===== config.mk =====
export PLATFORM = sky130hd
export DESIGN_NAME = alu_div_iter
export DESIGN_NICKNAME = d
export VERILOG_FILES = /design/src/rtl/alu_pkg.sv /design/src/rtl/div_stage.sv /design/src/rtl/alu_div_iter.sv
export SDC_FILE = /design/constraint.sdc
export NUM_CORES = 1
export LEC_CHECK = 0
export CAP_MARGIN = 20
export CORE_UTILIZATION = 46
export CTS_BUF_LIST = sky130_fd_sc_hd__clkbuf_8 sky130_fd_sc_hd__clkbuf_16
export DETAILED_ROUTE_END_ITERATION = 10
export MAX_ROUTING_LAYER = met4
export PLACE_DENSITY = 0.67
export SLEW_MARGIN = 20
export SYNTH_ARGS = -nofsm -noshare
export SYNTH_HDL_FRONTEND = slang
export SYNTH_SLANG_ARGS = --single-unit

===== constraint.sdc =====
create_clock -name clk -period 7.2 [get_ports clk]
set_clock_uncertainty 0.2 [all_clocks]
set_input_delay 1.08 -clock clk [delete_from_list [all_inputs] [get_ports clk]]
set_output_delay 1.08 -clock clk [all_outputs]
set_load 0.005 [all_outputs]

===== src/rtl/alu_pkg.sv =====
// Shared definitions for the iterative ALU divider.
//   div_state_e     : controller states (IDLE, CALC, DONE)
//   BPC_LEGAL_MASK  : bit n set when n quotient bits per cycle is supported
//   bpc_is_legal()  : elaboration-time check of a BPC value
//   abs_w()         : conditional two's-complement negate, ABS_MAX_W bits wide;
//                     callers zero-extend their operand in and truncate the result,
//                     which is exact because negation mod 2^W ignores upper bits.
package alu_pkg;

  typedef enum logic [1:0] {
    IDLE = 2'd0,
    CALC = 2'd1,
    DONE = 2'd2
  } div_state_e;

  localparam logic [4:0] BPC_LEGAL_MASK = 5'b10110;
  localparam int         ABS_MAX_W      = 64;

  function automatic logic bpc_is_legal(input int bpc);
    if (bpc < 0 || bpc > 4) return 1'b0;
    return BPC_LEGAL_MASK[bpc];
  endfunction

  function automatic logic [ABS_MAX_W-1:0] abs_w(input logic [ABS_MAX_W-1:0] v,
                                                 input logic                 neg);
    return neg ? (~v + ABS_MAX_W'(1)) : v;
  endfunction

endpackage


===== src/rtl/div_stage.sv =====
// One restoring-division step, purely combinational.
//   rem_i      : partial remainder entering the step (always < divisor_i)
//   dvd_bit_i  : next dividend bit, MSB first
//   divisor_i  : divisor magnitude
//   rem_o      : partial remainder after the step
//   q_bit_o    : quotient bit retired by the step
module div_stage #(
  parameter int WIDTH = 32
) (
  input  logic [WIDTH-1:0] rem_i,
  input  logic             dvd_bit_i,
  input  logic [WIDTH-1:0] divisor_i,
  output logic [WIDTH-1:0] rem_o,
  output logic             q_bit_o
);

  logic [WIDTH:0] shifted;

  // The shifted remainder is < 2*divisor, so the difference always fits in
  // WIDTH bits and can be taken modulo 2^WIDTH.
  always_comb begin
    shifted = {rem_i, dvd_bit_i};
    q_bit_o = (shifted >= {1'b0, divisor_i});
    rem_o   = q_bit_o ? (shifted[WIDTH-1:0] - divisor_i) : shifted[WIDTH-1:0];
  end

endmodule


===== src/rtl/alu_div_iter.sv =====
// Iterative signed/unsigned integer divider, BPC quotient bits per cycle.
//   clk, rst_n  : clock (rising edge), asynchronous active-low reset
//   enable      : level request, held high for the whole operation
//   cpu_isStop  : CPU stall; while high the finished result is held
//   mode        : 0 unsigned, 1 signed two's complement
//   x1, x2      : dividend, divisor (sampled once on the capture edge)
//   y, r        : quotient, remainder (registered)
//   cplt        : result valid
//   div_zero    : divisor was zero (y = all ones, r = x1)
//   ovf         : signed MIN / -1 (y = x1, r = 0)
//
// state | meaning
// IDLE  | waiting for enable; outputs cleared; operands captured on request
// CALC  | restoring division on magnitudes, cnt_q steps left
// DONE  | result and flags held until enable or cpu_isStop drops
module alu_div_iter
  import alu_pkg::*;
#(
  parameter int WIDTH = 32,
  parameter int BPC   = 1
) (
  input  logic             clk,
  input  logic             rst_n,
  input  logic             enable,
  input  logic             cpu_isStop,
  input  logic             mode,
  input  logic [WIDTH-1:0] x1,
  input  logic [WIDTH-1:0] x2,
  output logic [WIDTH-1:0] y,
  output logic [WIDTH-1:0] r,
  output logic             cplt,
  output logic             div_zero,
  output logic             ovf
);

  localparam int STEPS = WIDTH / BPC;
  localparam int CW    = $clog2(STEPS + 1);

  localparam logic [WIDTH-1:0] MIN_W  = {1'b1, {(WIDTH-1){1'b0}}};
  localparam logic [WIDTH-1:0] ONES_W = {WIDTH{1'b1}};

  if (!bpc_is_legal(BPC) || WIDTH < 8 || (WIDTH % BPC) != 0 || WIDTH > ABS_MAX_W)
  begin : g_param_err
    $error("alu_div_iter: unsupported WIDTH/BPC combination");
  end

  div_state_e       state_q, state_d;
  logic [CW-1:0]    cnt_q, cnt_d;
  logic [WIDTH-1:0] dvd_q, dvd_d;
  logic [WIDTH-1:0] dvs_q, dvs_d;
  logic [WIDTH-1:0] rem_q, rem_d;
  logic             neg_quo_q, neg_quo_d;
  logic             neg_rem_q, neg_rem_d;
  logic [WIDTH-1:0] y_q, y_d;
  logic [WIDTH-1:0] r_q, r_d;
  logic             cplt_q, cplt_d;
  logic             dz_q, dz_d;
  logic             ovf_q, ovf_d;

  // dvd_q doubles as the quotient register: dividend bits leave at the top
  // while quotient bits enter at the bottom.
  logic [BPC:0][WIDTH-1:0] rem_chain;
  logic [BPC-1:0]          q_bits;
  logic [WIDTH-1:0]        dvd_next;
  logic [WIDTH-1:0]        quo_fin;
  logic [WIDTH-1:0]        rem_fin;
  logic [WIDTH-1:0]        abs_x1;
  logic [WIDTH-1:0]        abs_x2;
  logic                    x1_neg;
  logic                    x2_neg;

  assign rem_chain[0] = rem_q;

  for (genvar i = 0; i < BPC; i++) begin : g_stage
    div_stage #(.WIDTH(WIDTH)) u_stage (
      .rem_i     (rem_chain[i]),
      .dvd_bit_i (dvd_q[WIDTH-1-i]),
      .divisor_i (dvs_q),
      .rem_o     (rem_chain[i+1]),
      .q_bit_o   (q_bits[BPC-1-i])
    );
  end

  always_comb begin
    x1_neg   = mode & x1[WIDTH-1];
    x2_neg   = mode & x2[WIDTH-1];
    abs_x1   = WIDTH'(abs_w(ABS_MAX_W'(x1), x1_neg));
    abs_x2   = WIDTH'(abs_w(ABS_MAX_W'(x2), x2_neg));
    dvd_next = {dvd_q[WIDTH-BPC-1:0], q_bits};
    quo_fin  = WIDTH'(abs_w(ABS_MAX_W'(dvd_next), neg_quo_q));
    rem_fin  = WIDTH'(abs_w(ABS_MAX_W'(rem_chain[BPC]), neg_rem_q));
  end

  always_comb begin
    state_d   = state_q;
    cnt_d     = cnt_q;
    dvd_d     = dvd_q;
    dvs_d     = dvs_q;
    rem_d     = rem_q;
    neg_quo_d = neg_quo_q;
    neg_rem_d = neg_rem_q;
    y_d       = y_q;
    r_d       = r_q;
    cplt_d    = cplt_q;
    dz_d      = dz_q;
    ovf_d     = ovf_q;

    case (state_q)
      IDLE: begin
        if (enable) begin
          if (x2 == '0) begin
            y_d     = ONES_W;
            r_d     = x1;
            dz_d    = 1'b1;
            cplt_d  = 1'b1;
            state_d = DONE;
          end else if (mode && x1 == MIN_W && x2 == ONES_W) begin
            y_d     = x1;
            r_d     = '0;
            ovf_d   = 1'b1;
            cplt_d  = 1'b1;
            state_d = DONE;
          end else begin
            dvd_d     = abs_x1;
            dvs_d     = abs_x2;
            rem_d     = '0;
            neg_quo_d = x1_neg ^ x2_neg;
            neg_rem_d = x1_neg;
            cnt_d     = CW'(STEPS);
            state_d   = CALC;
          end
        end
      end

      CALC: begin
        if (!enable) begin
          cnt_d   = '0;
          state_d = IDLE;
        end else begin
          dvd_d = dvd_next;
          rem_d = rem_chain[BPC];
          cnt_d = cnt_q - CW'(1);
          if (cnt_q == CW'(1)) begin
            y_d     = quo_fin;
            r_d     = rem_fin;
            cplt_d  = 1'b1;
            state_d = DONE;
          end
        end
      end

      DONE: begin
        if (!enable || !cpu_isStop) begin
          y_d     = '0;
          r_d     = '0;
          cplt_d  = 1'b0;
          dz_d    = 1'b0;
          ovf_d   = 1'b0;
          state_d = IDLE;
        end
      end

      default: begin
        y_d     = '0;
        r_d     = '0;
        cplt_d  = 1'b0;
        dz_d    = 1'b0;
        ovf_d   = 1'b0;
        state_d = IDLE;
      end
    endcase
  end

  always_ff @(posedge clk or negedge rst_n) begin
    if (!rst_n) begin
      state_q   <= IDLE;
      cnt_q     <= '0;
      dvd_q     <= '0;
      dvs_q     <= '0;
      rem_q     <= '0;
      neg_quo_q <= 1'b0;
      neg_rem_q <= 1'b0;
      y_q       <= '0;
      r_q       <= '0;
      cplt_q    <= 1'b0;
      dz_q      <= 1'b0;
      ovf_q     <= 1'b0;
    end else begin
      state_q   <= state_d;
      cnt_q     <= cnt_d;
      dvd_q     <= dvd_d;
      dvs_q     <= dvs_d;
      rem_q     <= rem_d;
      neg_quo_q <= neg_quo_d;
      neg_rem_q <= neg_rem_d;
      y_q       <= y_d;
      r_q       <= r_d;
      cplt_q    <= cplt_d;
      dz_q      <= dz_d;
      ovf_q     <= ovf_d;
    end
  end

  assign y        = y_q;
  assign r        = r_q;
  assign cplt     = cplt_q;
  assign div_zero = dz_q;
  assign ovf      = ovf_q;

endmodule


==> out/metrics.yaml <==
status: "finished, final reports clean"
gp_congestion: 0.952
pre_cts_ws_ns: 1.25
fin_setup_tns_ns: 0
dp.final_hpwl_mm: 33.1
whs_path_depth: 2
post_cts_buffers: 0
vias: 12800
drtIter0Drc: 1299
cp_num_cells: 19
htreeDepth: 4
rsz0062_at_grt: "no"
clk_pin_slew_ns: 0.08
crit_type: "flop to flop"
maxSlewHeadroom_pct: 21.3
worstSkewPairLatency_ns: 0.45
cts-root-buf: "clkbuf_16"
grt_pass1_vias: 12000
die_area_sq_um: 28900
io_pins: 136
syn_inst: 1631
cts_tree: "built"
path_delay_family: "simple AND/OR/NAND/NOR gates"
wl_mm: 44.3
numPortBuffers: 135
p_leak_nw: 6.05
clock-sinks: 173
worst_path_max_delay_cell: "or4_1"
synth_area_sq_um: 13000
place_inst: 2059
stdcell_area_sq_um: 15100
crit_fanout: 9
period_minus_slack_ns: 5.76
r2r_setup_slack_ns: 1.44
instances_no_fill: 2090
setup_viol: 0
startpoint_type: "flop"
slew_viol_final: 0
grt_max_degree: 100
area_growth_syn_to_layout_pct: 16.5
setup.worst_path.end_class: "flop"
min-delay-path-class: "flop to flop"
overflow: 0
max_freq_mhz: 174
crit_chain: "ha_1, nand4_1, or4_1, nor4_2, a211oi_2, o21ai_4, inv_4, mux2i_1, ha_1, nand3b_1, or4_1, nor3_1, o211ai_1, o41ai_4, o221ai_2, or3b_1, o311a_1, o21ai_1, a31oi_1"
worstMarginPinSlew_ns: 1.18
synth-edff-count: 0
crit_required_ns: 7.32
synth_flop_cell: "dfrtp_1"
synth_fp_nets: 1740
wire_per_inst_um: 21.2
clk_path_buf_depth: 2
critPathMaxStageDelay_ns: 0.62
die_y_um: 170
cap_violations: 0
cts_buffers: 17
cts.repair.resized: 0
dpl_cell_area_sq_um: 14500
num-nets-final: 1809
cp_num_buf_inv: 1
final_common_cell: "nand2_1"
avgSynthCellArea_sq_um: 7.95
fin_crit_sh_pct: 80.0
start_util_pct: 46.7
ys_ff_latch: 173
hold_buffers: 0
layout-drive-gt1-share_pct: 5.38
finalHoldViolations: 0
routed_via_density: 6.13
ys_types: 84
async_flop_share_pct: 100
row_count: 61
setup_ws_ns: 1.44
core_area_sq_um: 27800
final_cell_mix: "nand2_1, dfrtp_1, nor2_1, o21ai_0, clkdlybuf4s50_1"
reg2regPathDepth: 19
powerDensity_nw_per_um2: 294
synth-seq-area-share_pct: 33.4
grt_usage_pct: 32.0
die_w_um: 170
yosysWarnings: 0
drt_first_pass_iters: 7
drtAntennaViolNets: 0
ir_drop_mv: 0.181
cp.arrival_ns: 5.88
antenna_found_initial: 1
drc: 0
grt_first_pass_wirelength_mm: 68.6
[cell type report]
cell class | instances | area [sq um]
inverters | 57 | 216
repair buffers | 150 | 1470
well taps | 378 | 473
fillers | 2668 | 12700
multi-input cells | 1301 | 8050
clock inverters | 12 | 129
flip-flops and latches | 173 | 4330
clock buffers | 18 | 439
diodes | 1 | 2.50
[worst paths after layout]
path	startpoint	end
min	y[29]	y[29]
max reg2reg	rem_q[16]	r[28]
min reg2reg	y[29]	y[29]
max in group asynchronous	rst_n	rem_q[13]
max	rem_q[16]	r[28]
min in group asynchronous	rst_n	y[27]
[worst reg2reg max path, cell delays in order, from the launching register on]
cell and delay, ns:
dfrtp_1 0.45, ha_1 0.46, nand4_1 0.34, or4_1 0.62, nor4_2 0.21, a211oi_2 0.11
o21ai_4 0.17, inv_4 0.05, mux2i_1 0.25, ha_1 0.29, nand3b_1 0.16, or4_1 0.44
nor3_1 0.30, o211ai_1 0.20, o41ai_4 0.10, o221ai_2 0.19, or3b_1 0.52, o311a_1 0.34
o21ai_1 0.14, a31oi_1 0.09
[metrics by stage]
step | power, mW | utilization [%] | hold slack (ns)
after global routing | 4.72 | 54.4 | 0.293
after global placement | 3.47 | 52.3 | 0.263
after floorplan | 2.66 | - | 0.267
after detailed placement | 3.50 | 52.3 | 0.268
final | 4.45 | 54.4 | 0.283
after CTS | 4.44 | 54.4 | 0.285
[power breakdown]
group          switching (mW)  leakage, nW  total [mW]  internal [mW]
combinational            1.10         3.59        1.97          0.876
clock                   0.445        0.274       0.939          0.493
sequential              0.273         2.19        1.54           1.27
[cells by family (layout without fill, tap and decap cells)]
family                     Yosys count  count (layout)  share of synthesized area [%]
and+or+nand+nor                    585             585                           21.2
AOI/OAI and AO/OA                  515             515                           25.5
DFF                                173             173                           33.4
buffers and inverters              157             237                           4.82
xor gates and xnor gates           131             131                           8.85
adders and majority gates           40              40                           3.92
muxes                               30              30                           2.33
other                                0               1                              0
[sequential cells by signal (all words and copies together), names as in the netlist]
signal and cells:
neg_rem_q 1, cplt 1, cnt_q 6, dvd_q 32, ovf 1, state_q 2
div_zero 1, neg_quo_q 1, y 32, r 32, dvs_q 32, rem_q 32
[cell usage after synthesis (13+ instances only)]
library cell  number  area (sq um)
dfrtp_1          173          4330
a21oi_1          119           596
buf_2             20           100
a31oi_1           15          93.8
mux2i_1           29           290
nor3_1            38           190
clkbuf_1          74           278
o41ai_1           14           123
a221oi_1          17           149
nand2_1          217           815
ha_1              39           488
nand3_1           24           120
o22ai_1           37           231
or3_1             21           131
a21o_1            16           120
nor4_1            19           119
o31ai_1           29           218
nand4_1           25           156
xnor2_1           74           648
nor2_1           159           597
xor2_1            57           499
inv_1             56           210
or2_2             13          81.3
o21ai_0          154           771
[routing by layer]
layer	vias to the layer above	part of all wire [%]	track usage (%)
met5	-	0	-
met3	90	6.0	5.16
met2	492	46	49.7
met1	6174	44	40.7
met4	0	4.7	15.2
li1	6058	-	-
Note: power is estimated with default switching activity, not from simulation.
